File: config.mk
export PLATFORM = sky130hd
export DESIGN_NAME = lsu_ctrl
export DESIGN_NICKNAME = d
export VERILOG_FILES = /design/src/rtl/lsu_pkg.sv /design/src/rtl/lsu_lane_align.sv /design/src/rtl/lsu_ctrl.sv
export SDC_FILE = /design/constraint.sdc
export NUM_CORES = 1
export LEC_CHECK = 0
export CAP_MARGIN = 20
export CORE_AREA = 4 4 125 127
export CTS_CLUSTER_SIZE = 12
export DETAILED_ROUTE_END_ITERATION = 16
export DIE_AREA = 0 0 129 131
export PLACE_DENSITY = 0.85
export SETUP_SLACK_MARGIN = 0.5
export SLEW_MARGIN = 0
export SYNTH_ARGS = -nofsm -noshare
export SYNTH_HDL_FRONTEND = slang
export SYNTH_SLANG_ARGS = --single-unit
File: constraint.sdc
create_clock -name clk -period 7.9 [get_ports clk]
set_input_delay 2.37 -clock clk [delete_from_list [all_inputs] [get_ports clk]]
set_output_delay 2.37 -clock clk [all_outputs]
set_load 0.005 [all_outputs]
File: src/rtl/lsu_pkg.sv
// lsu_pkg: shared types and constants for the load/store unit.
//   lsu_state_e : controller FSM states
//   lsu_fault_e : fault codes reported on fault_code
//   OP_*        : opcode[6:4] values that select a memory op
//   F3_*        : funct3 access size / sign encodings
//   f3_legal()  : funct3 legality for a load or a store
package lsu_pkg;

    typedef enum logic [1:0] {
        ST_IDLE  = 2'd0,
        ST_ISSUE = 2'd1,
        ST_DONE  = 2'd2
    } lsu_state_e;

    typedef enum logic [1:0] {
        FLT_NONE    = 2'b00,
        FLT_MISAL   = 2'b01,
        FLT_TIMEOUT = 2'b10,
        FLT_ILLEGAL = 2'b11
    } lsu_fault_e;

    localparam logic [2:0] OP_LOAD  = 3'b000;
    localparam logic [2:0] OP_STORE = 3'b010;

    localparam logic [2:0] F3_B  = 3'b000;
    localparam logic [2:0] F3_H  = 3'b001;
    localparam logic [2:0] F3_W  = 3'b010;
    localparam logic [2:0] F3_BU = 3'b100;
    localparam logic [2:0] F3_HU = 3'b101;

    // Stores only know B/H/W; loads additionally accept the unsigned forms.
    function automatic logic f3_legal(input logic is_store, input logic [2:0] f3);
        logic ok;
        case (f3)
            F3_B, F3_H, F3_W: ok = 1'b1;
            F3_BU, F3_HU:     ok = ~is_store;
            default:          ok = 1'b0;
        endcase
        return ok;
    endfunction

endpackage

File: src/rtl/lsu_lane_align.sv
// lsu_lane_align: combinational byte-lane steering for one access.
//   is_store   in  : access is a store (affects funct3 legality only)
//   funct3     in  : access size / sign
//   addr_lo    in  : byte offset within the word
//   wdata      in  : store data, low bytes significant
//   mem_rdata  in  : raw word from memory
//   be         out : byte-lane enables
//   wdata_rep  out : store data replicated across all lanes
//   rdata_ext  out : load data shifted down and sign/zero-extended
//   misaligned out : H/HU on an odd address, or W not on a word boundary
//   illegal    out : funct3 not valid for this kind of access
module lsu_lane_align
    import lsu_pkg::*;
(
    input  logic        is_store,
    input  logic [2:0]  funct3,
    input  logic [1:0]  addr_lo,
    input  logic [31:0] wdata,
    input  logic [31:0] mem_rdata,
    output logic [3:0]  be,
    output logic [31:0] wdata_rep,
    output logic [31:0] rdata_ext,
    output logic        misaligned,
    output logic        illegal
);

    logic [31:0] shifted;

    always_comb begin
        shifted    = mem_rdata >> {addr_lo, 3'b000};
        illegal    = ~f3_legal(is_store, funct3);
        misaligned = 1'b0;
        be         = 4'b0000;
        rdata_ext  = shifted;

        case (funct3)
            F3_B: begin
                be        = 4'b0001 << addr_lo;
                rdata_ext = {{24{shifted[7]}}, shifted[7:0]};
            end
            F3_BU: begin
                be        = 4'b0001 << addr_lo;
                rdata_ext = {24'h0, shifted[7:0]};
            end
            F3_H: begin
                be         = 4'b0011 << addr_lo;
                misaligned = addr_lo[0];
                rdata_ext  = {{16{shifted[15]}}, shifted[15:0]};
            end
            F3_HU: begin
                be         = 4'b0011 << addr_lo;
                misaligned = addr_lo[0];
                rdata_ext  = {16'h0, shifted[15:0]};
            end
            F3_W: begin
                be         = 4'b1111;
                misaligned = (addr_lo != 2'b00);
                rdata_ext  = shifted;
            end
            default: begin
                be        = 4'b0000;
                rdata_ext = shifted;
            end
        endcase

        // Only the size bits matter for replication; the sign bit is a load concept.
        case (funct3[1:0])
            2'b00:   wdata_rep = {4{wdata[7:0]}};
            2'b01:   wdata_rep = {2{wdata[15:0]}};
            default: wdata_rep = wdata;
        endcase
    end

endmodule

File: src/rtl/lsu_ctrl.sv
// lsu_ctrl: load/store sequencing controller between execute and data memory.
//   TIMEOUT              : ISSUE cycles to wait for mem_ready before a timeout fault (1..255)
//   clk, reset           : rising-edge clock, asynchronous active-high reset
//   lsu_valid/op654/funct3/addr/wdata : core request, held while lsu_stall=1
//   lsu_stall            : core must hold PC and request inputs
//   lsu_done             : one-cycle completion pulse (success or fault)
//   lsu_rdata            : extended load data, holds last value between loads
//   lsu_fault/fault_code : fault qualifier and code, valid with lsu_done
//   mem_req/mem_we/mem_addr/mem_be/mem_wdata : word-addressed memory request
//   mem_ready/mem_rdata  : memory completion and read word
//   state_dbg            : current FSM state
//
// Handshake: the core presents lsu_valid with a stable request; the request is
// taken in the IDLE cycle it appears and the core keeps it stable while
// lsu_stall=1. Toward memory, mem_req stays high with stable mem_* until the
// first cycle mem_ready=1, which completes the access; mem_ready without
// mem_req is ignored.
module lsu_ctrl
    import lsu_pkg::*;
#(
    parameter int TIMEOUT = 16
) (
    input  logic        clk,
    input  logic        reset,
    input  logic        lsu_valid,
    input  logic [2:0]  op654,
    input  logic [2:0]  funct3,
    input  logic [31:0] addr,
    input  logic [31:0] wdata,
    output logic        lsu_stall,
    output logic        lsu_done,
    output logic [31:0] lsu_rdata,
    output logic        lsu_fault,
    output logic [1:0]  fault_code,
    output logic        mem_req,
    output logic        mem_we,
    output logic [31:0] mem_addr,
    output logic [3:0]  mem_be,
    output logic [31:0] mem_wdata,
    input  logic        mem_ready,
    input  logic [31:0] mem_rdata,
    output lsu_state_e  state_dbg
);

    localparam logic [7:0] TO_LIMIT = 8'(TIMEOUT);
    localparam logic [7:0] TO_LAST  = 8'(TIMEOUT - 1);

    lsu_state_e  state;
    lsu_fault_e  code_q;
    logic        req_store;
    logic [2:0]  req_f3;
    logic [31:0] req_addr;
    logic [31:0] req_wdata;
    logic [7:0]  cnt;

    logic        in_idle;
    logic        in_issue;
    logic        op_is_mem;
    logic        accept;

    logic        al_store;
    logic [2:0]  al_f3;
    logic [1:0]  al_addr_lo;
    logic [31:0] al_wdata;
    logic [3:0]  al_be;
    logic [31:0] al_wdata_rep;
    logic [31:0] al_rdata_ext;
    logic        al_misal;
    logic        al_illegal;

    assign in_idle   = (state == ST_IDLE);
    assign in_issue  = (state == ST_ISSUE);
    assign op_is_mem = (op654 == OP_LOAD) || (op654 == OP_STORE);
    assign accept    = in_idle && lsu_valid && op_is_mem;

    // In IDLE the aligner judges the live request (legality/alignment);
    // afterwards it works from the latched copy so mem_* stay stable.
    assign al_store   = in_idle ? (op654 == OP_STORE) : req_store;
    assign al_f3      = in_idle ? funct3 : req_f3;
    assign al_addr_lo = in_idle ? addr[1:0] : req_addr[1:0];
    assign al_wdata   = in_idle ? wdata : req_wdata;

    lsu_lane_align u_align (
        .is_store   (al_store),
        .funct3     (al_f3),
        .addr_lo    (al_addr_lo),
        .wdata      (al_wdata),
        .mem_rdata  (mem_rdata),
        .be         (al_be),
        .wdata_rep  (al_wdata_rep),
        .rdata_ext  (al_rdata_ext),
        .misaligned (al_misal),
        .illegal    (al_illegal)
    );

    always_ff @(posedge clk or posedge reset) begin
        if (reset) begin
            state     <= ST_IDLE;
            code_q    <= FLT_NONE;
            req_store <= 1'b0;
            req_f3    <= 3'b000;
            req_addr  <= 32'h0;
            req_wdata <= 32'h0;
            cnt       <= 8'h0;
            lsu_done  <= 1'b0;
            lsu_fault <= 1'b0;
            lsu_rdata <= 32'h0;
            mem_req   <= 1'b0;
        end else begin
            case (state)
                ST_IDLE: begin
                    lsu_done  <= 1'b0;
                    lsu_fault <= 1'b0;
                    code_q    <= FLT_NONE;
                    if (accept) begin
                        req_store <= (op654 == OP_STORE);
                        req_f3    <= funct3;
                        req_addr  <= addr;
                        req_wdata <= wdata;
                        if (al_illegal) begin
                            state     <= ST_DONE;
                            lsu_done  <= 1'b1;
                            lsu_fault <= 1'b1;
                            code_q    <= FLT_ILLEGAL;
                        end else if (al_misal) begin
                            state     <= ST_DONE;
                            lsu_done  <= 1'b1;
                            lsu_fault <= 1'b1;
                            code_q    <= FLT_MISAL;
                        end else begin
                            state   <= ST_ISSUE;
                            cnt     <= 8'h0;
                            mem_req <= 1'b1;
                        end
                    end
                end
                ST_ISSUE: begin
                    if (mem_req && mem_ready) begin
                        state    <= ST_DONE;
                        mem_req  <= 1'b0;
                        lsu_done <= 1'b1;
                        if (!req_store) begin
                            lsu_rdata <= al_rdata_ext;
                        end
                    end else if (cnt == TO_LIMIT) begin
                        // mem_req was already dropped in the previous cycle.
                        state     <= ST_DONE;
                        lsu_done  <= 1'b1;
                        lsu_fault <= 1'b1;
                        code_q    <= FLT_TIMEOUT;
                    end else begin
                        cnt <= cnt + 8'h1;
                        if (cnt == TO_LAST) begin
                            mem_req <= 1'b0;
                        end
                    end
                end
                ST_DONE: begin
                    state     <= ST_IDLE;
                    lsu_done  <= 1'b0;
                    lsu_fault <= 1'b0;
                    code_q    <= FLT_NONE;
                end
                default: begin
                    state   <= ST_IDLE;
                    mem_req <= 1'b0;
                end
            endcase
        end
    end

    // Reset gates the combinational accept term so stall falls at once.
    assign lsu_stall  = ~reset & (accept | in_issue);
    assign fault_code = code_q;
    assign state_dbg  = state;

    assign mem_we    = in_issue & req_store;
    assign mem_addr  = in_issue ? {req_addr[31:2], 2'b00} : 32'h0;
    assign mem_be    = in_issue ? al_be : 4'b0000;
    assign mem_wdata = in_issue ? al_wdata_rep : 32'h0;

endmodule

==> summary.md <==
| Metric | Value |
|---|---|
| Placed cell count | 1136 |
| RR Startpoint | state_dbg[0] |
| Synth Instances | 778 |
| Drt first pass iters | 6 |
| Hold WC Path Type | reg -> reg |
| Crit-path slowest cell | nor2_1 |
| CP required | 5.53 ns |
| Largest net degree at the start of global routing | 70 |
| Max Freq | 136 MHz |
| Worst Hold Path EP | req_addr[8] |
| Port Buf Inserts | 212 |
| Routed vias | 6429 |
| WHS Path Cells | 2 |
| Vias in the first global route | 6288 |
| I/O Pins | 215 |
| Fin crit share | 93.3% |
| Antenna diodes | 0 |
| Antenna Violating Nets Remaining | 0 |
| Synth Cell Area | 6410 sq um |
| Top-count cell post-synth | nand2_1 |
| Layout cells sized above 1 | 6.29% |
| DIE AREA | 16900 sq um |
| Clock Sinks | 115 |
| Post-CTS Setup Bufs | 0 |
| RSZ-0062 raised after global routing | no |
| WS Path Type | in -> out |
| Row count | 44 |
| Power consumption | 3.08 mW |
| Total grt overflow | 0 |
| Synth cell count leaders | nand2_1 (306), dfrtp_1 (115), mux2i_1 (43), nor2_1 (38), clkbuf_1 (37) |
| Hold path start | req_addr[8] |
| Syn Area/Cell | 8.24 sq um |
| Setup TNS | 0 ns |
| Max-cap viol count | 0 |
| Final Non-Filler Cells | 1169 |
| Cell area power density | 330 nW/um^2 |
| Outcome | complete, no violations |
| Post-synth top area share | 44.9% |
| Routed WL | 21000 um |
| Max-slew violation count | 0 |
| PostCTS Resize Cnt | 0 |
| Final setup fails | 0 |
| Part of the Yosys area used for sequential elements | 44.9% |
| Ys flop type | dfrtp_1 |
| Tot GR Track Use | 24.8% |
| Global-route wire length before repair | 32800 um |
| P&R area growth vs syn | 45.1% |
| Clk pin slew, worst setup/hold paths | 0.06 ns |
| Initial Util | 44.5% |
| Final core utilization | 64.5% |
| Synth warn | 0 |
| Initial antenna violation count | 0 |
| Slowest stage delay, CP | 0.75 ns |
| R2r setup slk | 4.24 ns |
| Max Clock Skew | 0.00749 ns |
| Post-synth top area cell | dfrtp_1 |
| Critical path peak fanout | 13 |
| Clk_lat worst skew | 0.42 ns |
| Hold-fix buffers at CTS | 0 |
| Vias per cell | 5.50 |
| Top cells by area, synth | dfrtp_1 (45%), nand2_1 (18%), mux2i_1 (6.7%), and2_1 (3.2%), a221o_1 (2.5%) |
| Post-synth EDFFs | 0 |
| P_leak | 4.40 nW |
| CTS tree | done |
| Final hold viol count | 0 |
| Critical Path Source Type | input port |
| Pre-CTS setup slack | 0.716 ns |
| Netlist cell types | 54 |
| Layout net count | 1084 |
| Post-route DRC | 0 |
| H-tree depth | 4 |
| R2R depth | 7 |
| Critical Path AT | 5.00 ns |
| Final Worst Setup Slack | 0.529 ns |
| Worst IR drop on VDD | 0.000197 V |
| Slew at the pin closest to its max-slew limit | 0.941 ns |
| CTS Root Cell | clkbuf_16 |
| Reg2reg end | lsu_rdata[14] |
| Tmin final | 7.37 ns |
| Die height | 131 um |
| Crit path cell chain | clkdlybuf4s50_1, mux2_2, nor2_1, nand2_1, and3_1, clkdlybuf4s50_1 |
| RD Place Congestion | 0.936 |
| WL/cell | 18.0 um |
| Initial DRC Count | 572 |
| TritonCTS buffer count | 17 |
| Worst path most repeated cell | clkdlybuf4s50_1 |
| Fill cells | 1177 |
| Yosys reg bits | 115 |
| Core box area | 14400 sq um |
| Synth async-reset ratio | 100% |
| Post-DP HPWL | 14800 um |
| Worst slew margin | 37.1% |
| CP Capture Type | output port |
| Worst-case clock buffer depth | 2 |
| Die X | 129 um |
[cell type report]
cell class,instances,area (sq um),share of cell area [%]
clock buffer,18,439,4.72
sequential,115,2880,30.9
inverter,7,28.8,0.309
tap,184,230,2.47
clock inverter,14,204,2.19
multi-input combinational,605,3300,35.5
timing repair buffer,226,2230,23.9
[logic make-up after synthesis]
family,synth area share [%]
adder cells (fa/ha/maj),1.17
other,0.0585
multiplexers,8.17
AND/OR/NAND/NOR,29.3
AO/OA/AOI/OAI,12.5
flip-flops,44.9
buffers and inverters,3.90
[worst max-delay path: cells and delay by family]
kind                   cells  cell delay [ns]
muxes                      1             0.45
buffers and inverters      2             0.98
and+or+nand+nor            3             1.19
[sequential cells by signal, summed over array words and instances, names as in the netlist]
name,flops
req_addr,32
lsu_fault,1
req_f3,3
req_wdata,32
mem_req,1
lsu_rdata,32
fault_code,2
req_store,1
cnt,8
state_dbg,2
lsu_done,1
[report_power, final]
part | switching (mW) | leakage, nW | internal [mW] | total, mW
sequential | 0.125 | 1.50 | 0.799 | 0.924
clock | 0.294 | 0.303 | 0.540 | 0.834
combinational | 0.767 | 2.59 | 0.551 | 1.32
total | 1.19 | 4.40 | 1.89 | 3.08
[metal layers]
layer / track usage (%) / share of wire (%) / vias to the layer above / wire, um
met5: 0 / 0 / - / 0
met4: 9.88 / 2.6 / 0 / 550
met3: 7.44 / 8.4 / 45 / 1770
met2: 40.0 / 48 / 281 / 10200
met1: 31.4 / 41 / 3103 / 8540
li1: - / - / 3000 / -
[worst max path at each step]
| stage | startpoint | cells past startpoint | end | slack [ns] |
|---|---|---|---|---|
| after floorplan | op654[0] | 6 | lsu_stall | 2.05 |
| after global placement | funct3[0] | 6 | mem_wdata[15] | 0.92 |
| after detailed placement | funct3[0] | 6 | mem_wdata[13] | 0.72 |
| after CTS | funct3[0] | 6 | mem_wdata[13] | 0.66 |
| after global routing | funct3[0] | 6 | mem_wdata[13] | 0.52 |
| final | funct3[0] | 6 | mem_wdata[13] | 0.53 |
[layout by cell type (no fill, tap or decap), drive strengths merged, types with 3 or more instances in the layout]
cell type      instances
nand3                 12
mux2i                 44
and3                  20
a21oi                 21
dfrtp                115
o2bb2ai                9
mux2                   6
a31oi                  9
clkbuf                19
o311a                  9
ha                     6
o21ai                 15
o211ai                10
nor2b                  9
nor3b                  3
clkinvlp               3
bufinv                 4
and2                  33
clkinv                 5
a221o                 16
inv                    9
clkdlybuf4s50        212
nor2                  38
nor3                   5
nand2                306
buf                   13
nand2b                 5
o31ai                  3
[metrics by stage]
step	hold WS, ns	cell area (sq um)
global route	0.488	9310
floorplan	0.437	6420
finish	0.464	9310
CTS	0.469	9300
detailed placement	0.454	8660
global placement	0.450	8660
No activity file was read; power rests on OpenSTA's default activity.
